`config.mk`:
```
export PLATFORM = sky130hd
export DESIGN_NAME = alm_mac_8bit
export DESIGN_NICKNAME = d
export VERILOG_FILES = /design/src/rtl/alm_mac_pkg.sv /design/src/rtl/alm_mult_8x8.sv /design/src/rtl/alm_mac_8bit.sv
export SDC_FILE = /design/constraint.sdc
export NUM_CORES = 1
export LEC_CHECK = 0
export ABC_AREA = 1
export CORE_ASPECT_RATIO = 1.5
export CORE_MARGIN = 5
export CORE_UTILIZATION = 35
export CTS_CLUSTER_DIAMETER = 80
export CTS_CLUSTER_SIZE = 24
export DETAILED_ROUTE_END_ITERATION = 6
export PLACE_DENSITY = 0.62
export SYNTH_ARGS = -nofsm -noshare
export SYNTH_HDL_FRONTEND = slang
export SYNTH_SLANG_ARGS = --single-unit
export TNS_END_PERCENT = 50
```
`constraint.sdc`:
```
create_clock -name clk -period 18.86 [get_ports clk]
set_clock_uncertainty 0.15 [all_clocks]
set_input_delay 4.715 -clock clk [delete_from_list [all_inputs] [get_ports clk]]
set_output_delay 4.715 -clock clk [all_outputs]
set_load 0.02 [all_outputs]
```
`src/rtl/alm_mac_pkg.sv`:
```
// ============================================================================
// Module : alm_mac_pkg
// Brief  : Shared widths, operand/product/accumulator types for the soft MAC.
// Rev    : 1.0  initial release
// ============================================================================
`default_nettype none

package alm_mac_pkg;

  localparam int DATA_W = 8;
  localparam int ACC_W  = 27;
  localparam int PROD_W = 2 * DATA_W;

  typedef logic signed [DATA_W-1:0] operand_t;
  typedef logic signed [PROD_W-1:0] prod_t;
  typedef logic signed [ACC_W-1:0]  acc_t;

  // Sign-extend a full product to the accumulator width.
  function automatic acc_t sxt_prod(input prod_t p);
    return {{(ACC_W-PROD_W){p[PROD_W-1]}}, p};
  endfunction

endpackage

`default_nettype wire

```
`src/rtl/alm_mult_8x8.sv`:
```
// ============================================================================
// Module : alm_mult_8x8
// Brief  : Combinational signed 8x8 Baugh-Wooley multiplier, ripple adder rows.
// Rev    : 1.0  initial release
// ============================================================================
`default_nettype none

module alm_mult_8x8
  import alm_mac_pkg::*;
(
  input  logic signed [DATA_W-1:0] a,
  input  logic signed [DATA_W-1:0] b,
  output logic signed [PROD_W-1:0] p
);

  // Baugh-Wooley correction: a one at column DATA_W and at the product MSB.
  localparam logic [PROD_W-1:0] c_bw_const  = PROD_W'((1 << DATA_W) | (1 << (PROD_W-1)));
  localparam logic [DATA_W-1:0] c_inv_other = {1'b1, {(DATA_W-1){1'b0}}};
  localparam logic [DATA_W-1:0] c_inv_last  = {1'b0, {(DATA_W-1){1'b1}}};

  logic [DATA_W-1:0] w_a;
  logic [PROD_W-1:0] w_pp  [DATA_W];
  logic [PROD_W-1:0] w_sum [DATA_W+1];

  function automatic logic [PROD_W-1:0] ripple_add(input logic [PROD_W-1:0] x,
                                                   input logic [PROD_W-1:0] y);
    logic              c;
    logic [PROD_W-1:0] s;
    c = 1'b0;
    s = '0;
    for (int k = 0; k < PROD_W; k++) begin
      s[k] = x[k] ^ y[k] ^ c;
      c    = (x[k] & y[k]) | (c & (x[k] ^ y[k]));
    end
    return s;
  endfunction

  assign w_a      = a;
  assign w_sum[0] = c_bw_const;

  for (genvar i = 0; i < DATA_W; i++) begin : g_row
    // Cross terms touching exactly one sign bit are complemented.
    localparam logic [DATA_W-1:0] c_inv = (i == DATA_W-1) ? c_inv_last : c_inv_other;

    assign w_pp[i]    = {{DATA_W{1'b0}}, (w_a & {DATA_W{b[i]}}) ^ c_inv} << i;
    assign w_sum[i+1] = ripple_add(w_sum[i], w_pp[i]);
  end

  assign p = w_sum[DATA_W];

endmodule

`default_nettype wire

```
`src/rtl/alm_mac_8bit.sv`:
```
// ============================================================================
// Module : alm_mac_8bit
// Brief  : Soft-logic signed 8x8 MAC with registered operands and 27-bit acc.
// Rev    : 1.0  initial release
// ============================================================================
`default_nettype none

module alm_mac_8bit
  import alm_mac_pkg::*;
(
  input  logic                     clk,
  input  logic                     reset,
  input  logic                     acc_en,
  input  logic signed [DATA_W-1:0] a,
  input  logic signed [DATA_W-1:0] b,
  output logic signed [ACC_W-1:0]  result
);

  operand_t r_a_q;
  operand_t r_b_q;
  logic     r_en_q;
  acc_t     r_result;

  prod_t    w_prod;
  acc_t     w_prod_ext;
  acc_t     w_next;

  always_ff @(posedge clk or negedge reset) begin
    if (!reset) begin
      r_a_q  <= '0;
      r_b_q  <= '0;
      r_en_q <= 1'b0;
    end else begin
      r_a_q  <= a;
      r_b_q  <= b;
      r_en_q <= acc_en;
    end
  end

  alm_mult_8x8 u_mult (
    .a (r_a_q),
    .b (r_b_q),
    .p (w_prod)
  );

  // Accumulation wraps modulo 2^ACC_W with no saturation.
  assign w_prod_ext = sxt_prod(w_prod);
  assign w_next     = r_en_q ? (r_result + w_prod_ext) : w_prod_ext;

  always_ff @(posedge clk or negedge reset) begin
    if (!reset) begin
      r_result <= '0;
    end else begin
      r_result <= w_next;
    end
  end

  assign result = r_result;

endmodule

`default_nettype wire

```
======== Word level (Yosys, flattened, before mapping) ========
Cells that the tools add are included.
operators by class
  add/subtract/negate cells ............... 1
  multiplexer cells ....................... 1
  bitwise gates (word level) .............. 274
operators by type and width
  cell                                       number
  1-bit bitwise AND                          104
  1-bit bitwise XOR                          104
  8-bit bitwise AND                          8
  1-bit bitwise OR                           49
  27-bit by 16-bit adder with 27-bit output  1
  27-bit two-way mux                         1
  1-bit NOT                                  8
  7-bit NOT                                  1
storage, ports and cells
  flip-flop bits (word level) ............. 44
  input port bits ......................... 19
  word-level logic and storage cells ...... 280

======== Longest topological paths before layout ========
  depth in word-level cells ............... 43
  gate-level depth with buffers ........... 48
  depth with buffers taken out ............ 47

======== Modules after synthesis ========
Synthesis repeated with hierarchy kept, for this count alone.
unflattened totals
  cells, all modules ...................... 725
  area total of the unflattened synthesis .. 5126.2 µm²
by module, submodules not included
  module        instances  cells an instance  area each (µm²)  sequential area each (µm²)
  alm_mac_8bit  1          520                3389.5           1101.1
  alm_mult_8x8  1          205                1736.7           0.0

======== Worst setup path before layout ========
OpenSTA, ideal clock, no wires.
  kind .................................... flip-flop to flip-flop
  start point ............................. register r_b_q[0]
  end point ............................... register r_result[16], in the netlist result[16]
  arrival ................................. 10.102 ns
  required time ........................... 18.580 ns
  path slack .............................. 8.478 ns
  cell stages (with the launch flop) ...... 38
  buffers on the path ..................... 1
  clock period less this slack ............ 10.382 ns
  cell sequence ........................... dfrtp_1 -> clkbuf_1 -> nand2_1 -> inv_1 -> ha_1 -> inv_1 -> fa_1 -> inv_1 -> fa_1 -> fa_1 -> fa_1 -> fa_1 -> fa_1 -> fa_1 -> fa_1 -> fa_1 -> fa_1 -> fa_1 -> [2 not listed] -> fa_1 -> inv_1 -> fa_1 -> fa_1 -> inv_1 -> fa_1 -> fa_1 -> fa_1 -> inv_1 -> ha_1 -> nand2_1 -> inv_1 -> a21oi_1 -> nand2_1 -> a21oi_1 -> nand2_1 -> nand3_1 -> nand2_1
between the ends
  cells in the longest elaborated chain, start to end .. 43
  elaborated cells on any way between the ends .. 262
RTL lines
  what                                                    RTL line                                text
  from (decl)                                             alm_mac_8bit.sv:20                      operand_t r_b_q;
  from (signal assigned)                                  alm_mac_8bit.sv:31                      r_b_q <= '0;
  from (signal assigned)                                  alm_mac_8bit.sv:35                      r_b_q <= b;
  8-bit bitwise AND *                                     alm_mult_8x8.sv:45                      assign w_pp[i] = {{DATA_W{1'b0}}, (w_a & {DATA_W{b[i]}}) ^ c_inv} << i;
  1-bit bitwise AND or 1-bit bitwise XOR (tied branches)  alm_mult_8x8.sv:33, alm_mult_8x8.sv:32
  1-bit bitwise AND                                       alm_mult_8x8.sv:33                      c = (x[k] & y[k]) | (c & (x[k] ^ y[k]));
  1-bit bitwise OR                                        alm_mult_8x8.sv:33
  1-bit bitwise AND or 1-bit bitwise XOR (tied branches)  alm_mult_8x8.sv:33, alm_mult_8x8.sv:32
  1-bit bitwise OR or 1-bit bitwise XOR (tied branches)   alm_mult_8x8.sv:33, alm_mult_8x8.sv:32
  1-bit bitwise AND or 1-bit bitwise XOR (tied branches)  alm_mult_8x8.sv:33, alm_mult_8x8.sv:32
  1-bit bitwise OR or 1-bit bitwise XOR (tied branches)   alm_mult_8x8.sv:33, alm_mult_8x8.sv:32
  [28 not listed]                                         n/a
  1-bit bitwise AND                                       alm_mult_8x8.sv:33
  1-bit bitwise OR                                        alm_mult_8x8.sv:33
  1-bit bitwise AND                                       alm_mult_8x8.sv:33
  1-bit bitwise OR                                        alm_mult_8x8.sv:33
  1-bit NOT (no line)                                     n/a
  27-bit by 16-bit adder with 27-bit output               alm_mac_8bit.sv:48                      assign w_next = r_en_q ? (r_result + w_prod_ext) : w_prod_ext;
  27-bit two-way mux *                                    alm_mac_8bit.sv:48
  via w_next[16]                                          alm_mac_8bit.sv:26                      acc_t w_next;
  to (signal assigned)                                    alm_mac_8bit.sv:54                      r_result <= w_next;
  to (decl)                                               alm_mac_8bit.sv:22                      acc_t r_result;
The timed path passes the listed nets; every way through them passes the cells marked *.

======== Worst setup path after layout ========
Ends and elaborated chain as after synthesis.

==> flow_metrics.py <==
metrics = {
    "run_status": {
        "outcome": "finished clean",
    },
    "layout": {
        "diodes": 0,
        "nFillCells": 1546,
        "drive_above_1_share": 0.02876,
        "final_common_cell": "nand2_1",
        "stdcell_count": 957,
        "area_growth_pct": 15.33,
        "fin_nets": 866,
        "layout_common_cells": "nand2_1, inv_1, fa_1",
    },
    "timing": {
        "fin_ws_ns": 7.777,
        "min_period_ns": 11.08,
        "clock.fmax_ghz": 0.09023,
        "drv_slew": 0,
        "whs_ns": 0.4591,
        "relSlewSlack": 0.4085,
        "finalSetupViolCount": 0,
        "tightestPinTransition_ns": 0.8873,
        "finalHoldViolations": 0,
        "rsz0062_at_grt": "false",
        "min_period_over_period": 0.5876,
        "fin_setup_tns_ns": 0,
    },
    "synthesis": {
        "yosysTopAreaCell": "dfrtp_1",
        "yosysSeqAreaShare": 0.2200,
        "synth_area_mm2": 0.005005,
        "yosys-top-cells-area": "dfrtp_1, nand2_1, fa_1",
        "ys_ff_latch": 44,
        "synth_nets": 833,
        "synth_area_per_cell_um2": 6.847,
        "ys_warn_count": 0,
        "synth_top_cell_area_share": 0.2200,
        "synth_cell_types": 27,
        "synth-edff-count": 0,
        "synthFlopType": "dfrtp_1",
        "syn_inst": 731,
        "async_reset_ff_frac": 1.000,
    },
    "placement": {
        "place.gp.congestion": 0.9318,
        "io_buffers": 45,
        "pre_cts_ws_ns": 7.663,
        "place_inst": 949,
        "hpwl_mm": 10.00,
    },
    "worst_setup_path": {
        "end_kind": "register",
        "start_kind": "register",
        "critical_path.most_common_cell": "fa_1",
        "arrival_ns": 11.11,
        "critPathSlowestCell": "fa_1",
        "critPathMaxFanout": 12,
        "cpPeakStageDelay_ns": 0.49,
        "required_ns": 18.88,
        "criticalPathCategory": "register to register",
    },
    "global_route": {
        "grtUsageMet1": 0.1572,
        "grt_pass1_vias": 4493,
        "antenna_found_initial": 0,
        "grt_overflow": 0,
        "top_usage_layer": "met2",
        "use_met2": 0.3164,
        "grt_pass1_wl_mm": 20.87,
        "grt_util_met3": 0.02105,
        "globalRouteTotalUtil": 0.1557,
        "grt_max_degree": 45,
    },
    "min_path": {
        "hp-class": "register to register",
    },
    "floorplanning": {
        "die-area_mm2": 0.01684,
        "die-height_um": 156.5,
        "die_x_um": 107.6,
        "start_util": 0.3560,
        "ios": 46,
        "rows": 53,
        "core_area_mm2": 0.01406,
    },
    "detailed_routing": {
        "dr_total_vias": 4271,
        "ant_nets": 0,
        "drc": 0,
        "wl_per_cell_um": 12.48,
        "totalWireLength_mm": 11.95,
        "drt-vias-per-instance": 4.463,
        "drt_iter0_markers": 167,
        "drt_first_pass_iters": 5,
    },
    "clock_tree": {
        "post_cts.repair.setup_buffers": 0,
        "clockBufferDepth": 2,
        "hold_buffers": 0,
        "cts_repair_resize_count": 0,
        "clk_pin_slew_ns": 0.07,
        "cts_tree": "done",
        "clk_latency_ns": 0.30,
        "htree_levels": 2,
        "cts.sinks": 44,
        "numCtsBuffers": 5,
        "root_buffer": "clkbuf_16",
    },
    "flow_run": {
        "cap_violations": 0,
    },
}
## area by class of cell
| class | count | area (um2) | area share |
|---|---|---|---|
| well taps | 192 | 240.2 | 0.04162 |
| repair buffers | 47 | 460.4 | 0.07977 |
| inverters | 174 | 653.1 | 0.1132 |
| flip-flops and latches | 44 | 1101 | 0.1908 |
| clock inverters | 1 | 7.507 | 0.001301 |
| multi-input cells | 492 | 3167 | 0.5487 |
| clock buffers | 7 | 142.6 | 0.02471 |
## kinds of logic (layout without fill, tap and decap cells)
family / after synthesis / after routing / share of synthesized area
compound gates: 28 / 28 / 0.02950
xor+xnor: 9 / 9 / 0.01575
fa+ha+maj: 83 / 83 / 0.2810
buf+inv: 195 / 229 / 0.1472
flops: 44 / 44 / 0.2200
simple gates: 372 / 372 / 0.3065
## flip-flops by register name (all words and copies together) (netlist names)
name,flops
r_a_q,8
result,27
r_en_q,1
r_b_q,8
## routing by layer
| layer | vias to the layer above | share of wire |
|---|---|---|
| li1 | 2203 | - |
| met1 | 1975 | 0.36 |
| met2 | 74 | 0.57 |
| met3 | 19 | 0.039 |
| met4 | 0 | 0.027 |
| met5 | - | 0 |
## critical path: cells and delay by family, from the launching register on
family	cells	cell delay, ns
adder cells (fa/ha/maj)	21	8.64
AND/OR/NAND/NOR	6	0.59
AO/OA/AOI/OAI	2	0.42
buffers and inverters	7	0.68
flip-flops	1	0.46
## synth_stat cells, types with 3 or more instances
master	number
xnor2_1	7
o21ai_0	9
or2_1	3
nand3_2	4
nor2_1	35
a21oi_1	14
nand2_1	270
nand3_1	42
nand4_1	6
nor2_2	4
clkbuf_1	18
fa_1	49
dfrtp_1	44
ha_1	34
inv_1	174
## through the flow
stage	util	instance area, um2
after global placement	0.3999	5622
after floorplan	-	5005
after detailed placement	0.3999	5622
after CTS	0.4106	5772
final	0.4106	5772
after global routing	0.4106	5772
## path summary, 6_finish.rpt
path / start / endpoint / slack (ns) / depth (start not counted)
worst max-delay path: r_b_q[0] / result[16] / 7.78 / 36
worst min-delay path: result[0] / result[0] / 0.46 / 3
worst max register to register: r_b_q[0] / result[16] / 7.78 / 36
worst min register to register: result[0] / result[0] / 0.46 / 3
max in group asynchronous: reset / result[6] / 13.79 / 2
min in group asynchronous: reset / result[13] / 4.36 / 2
Power is not shown: default switching activity piles up to over one toggle a cycle in this logic, so the estimate is an artifact.
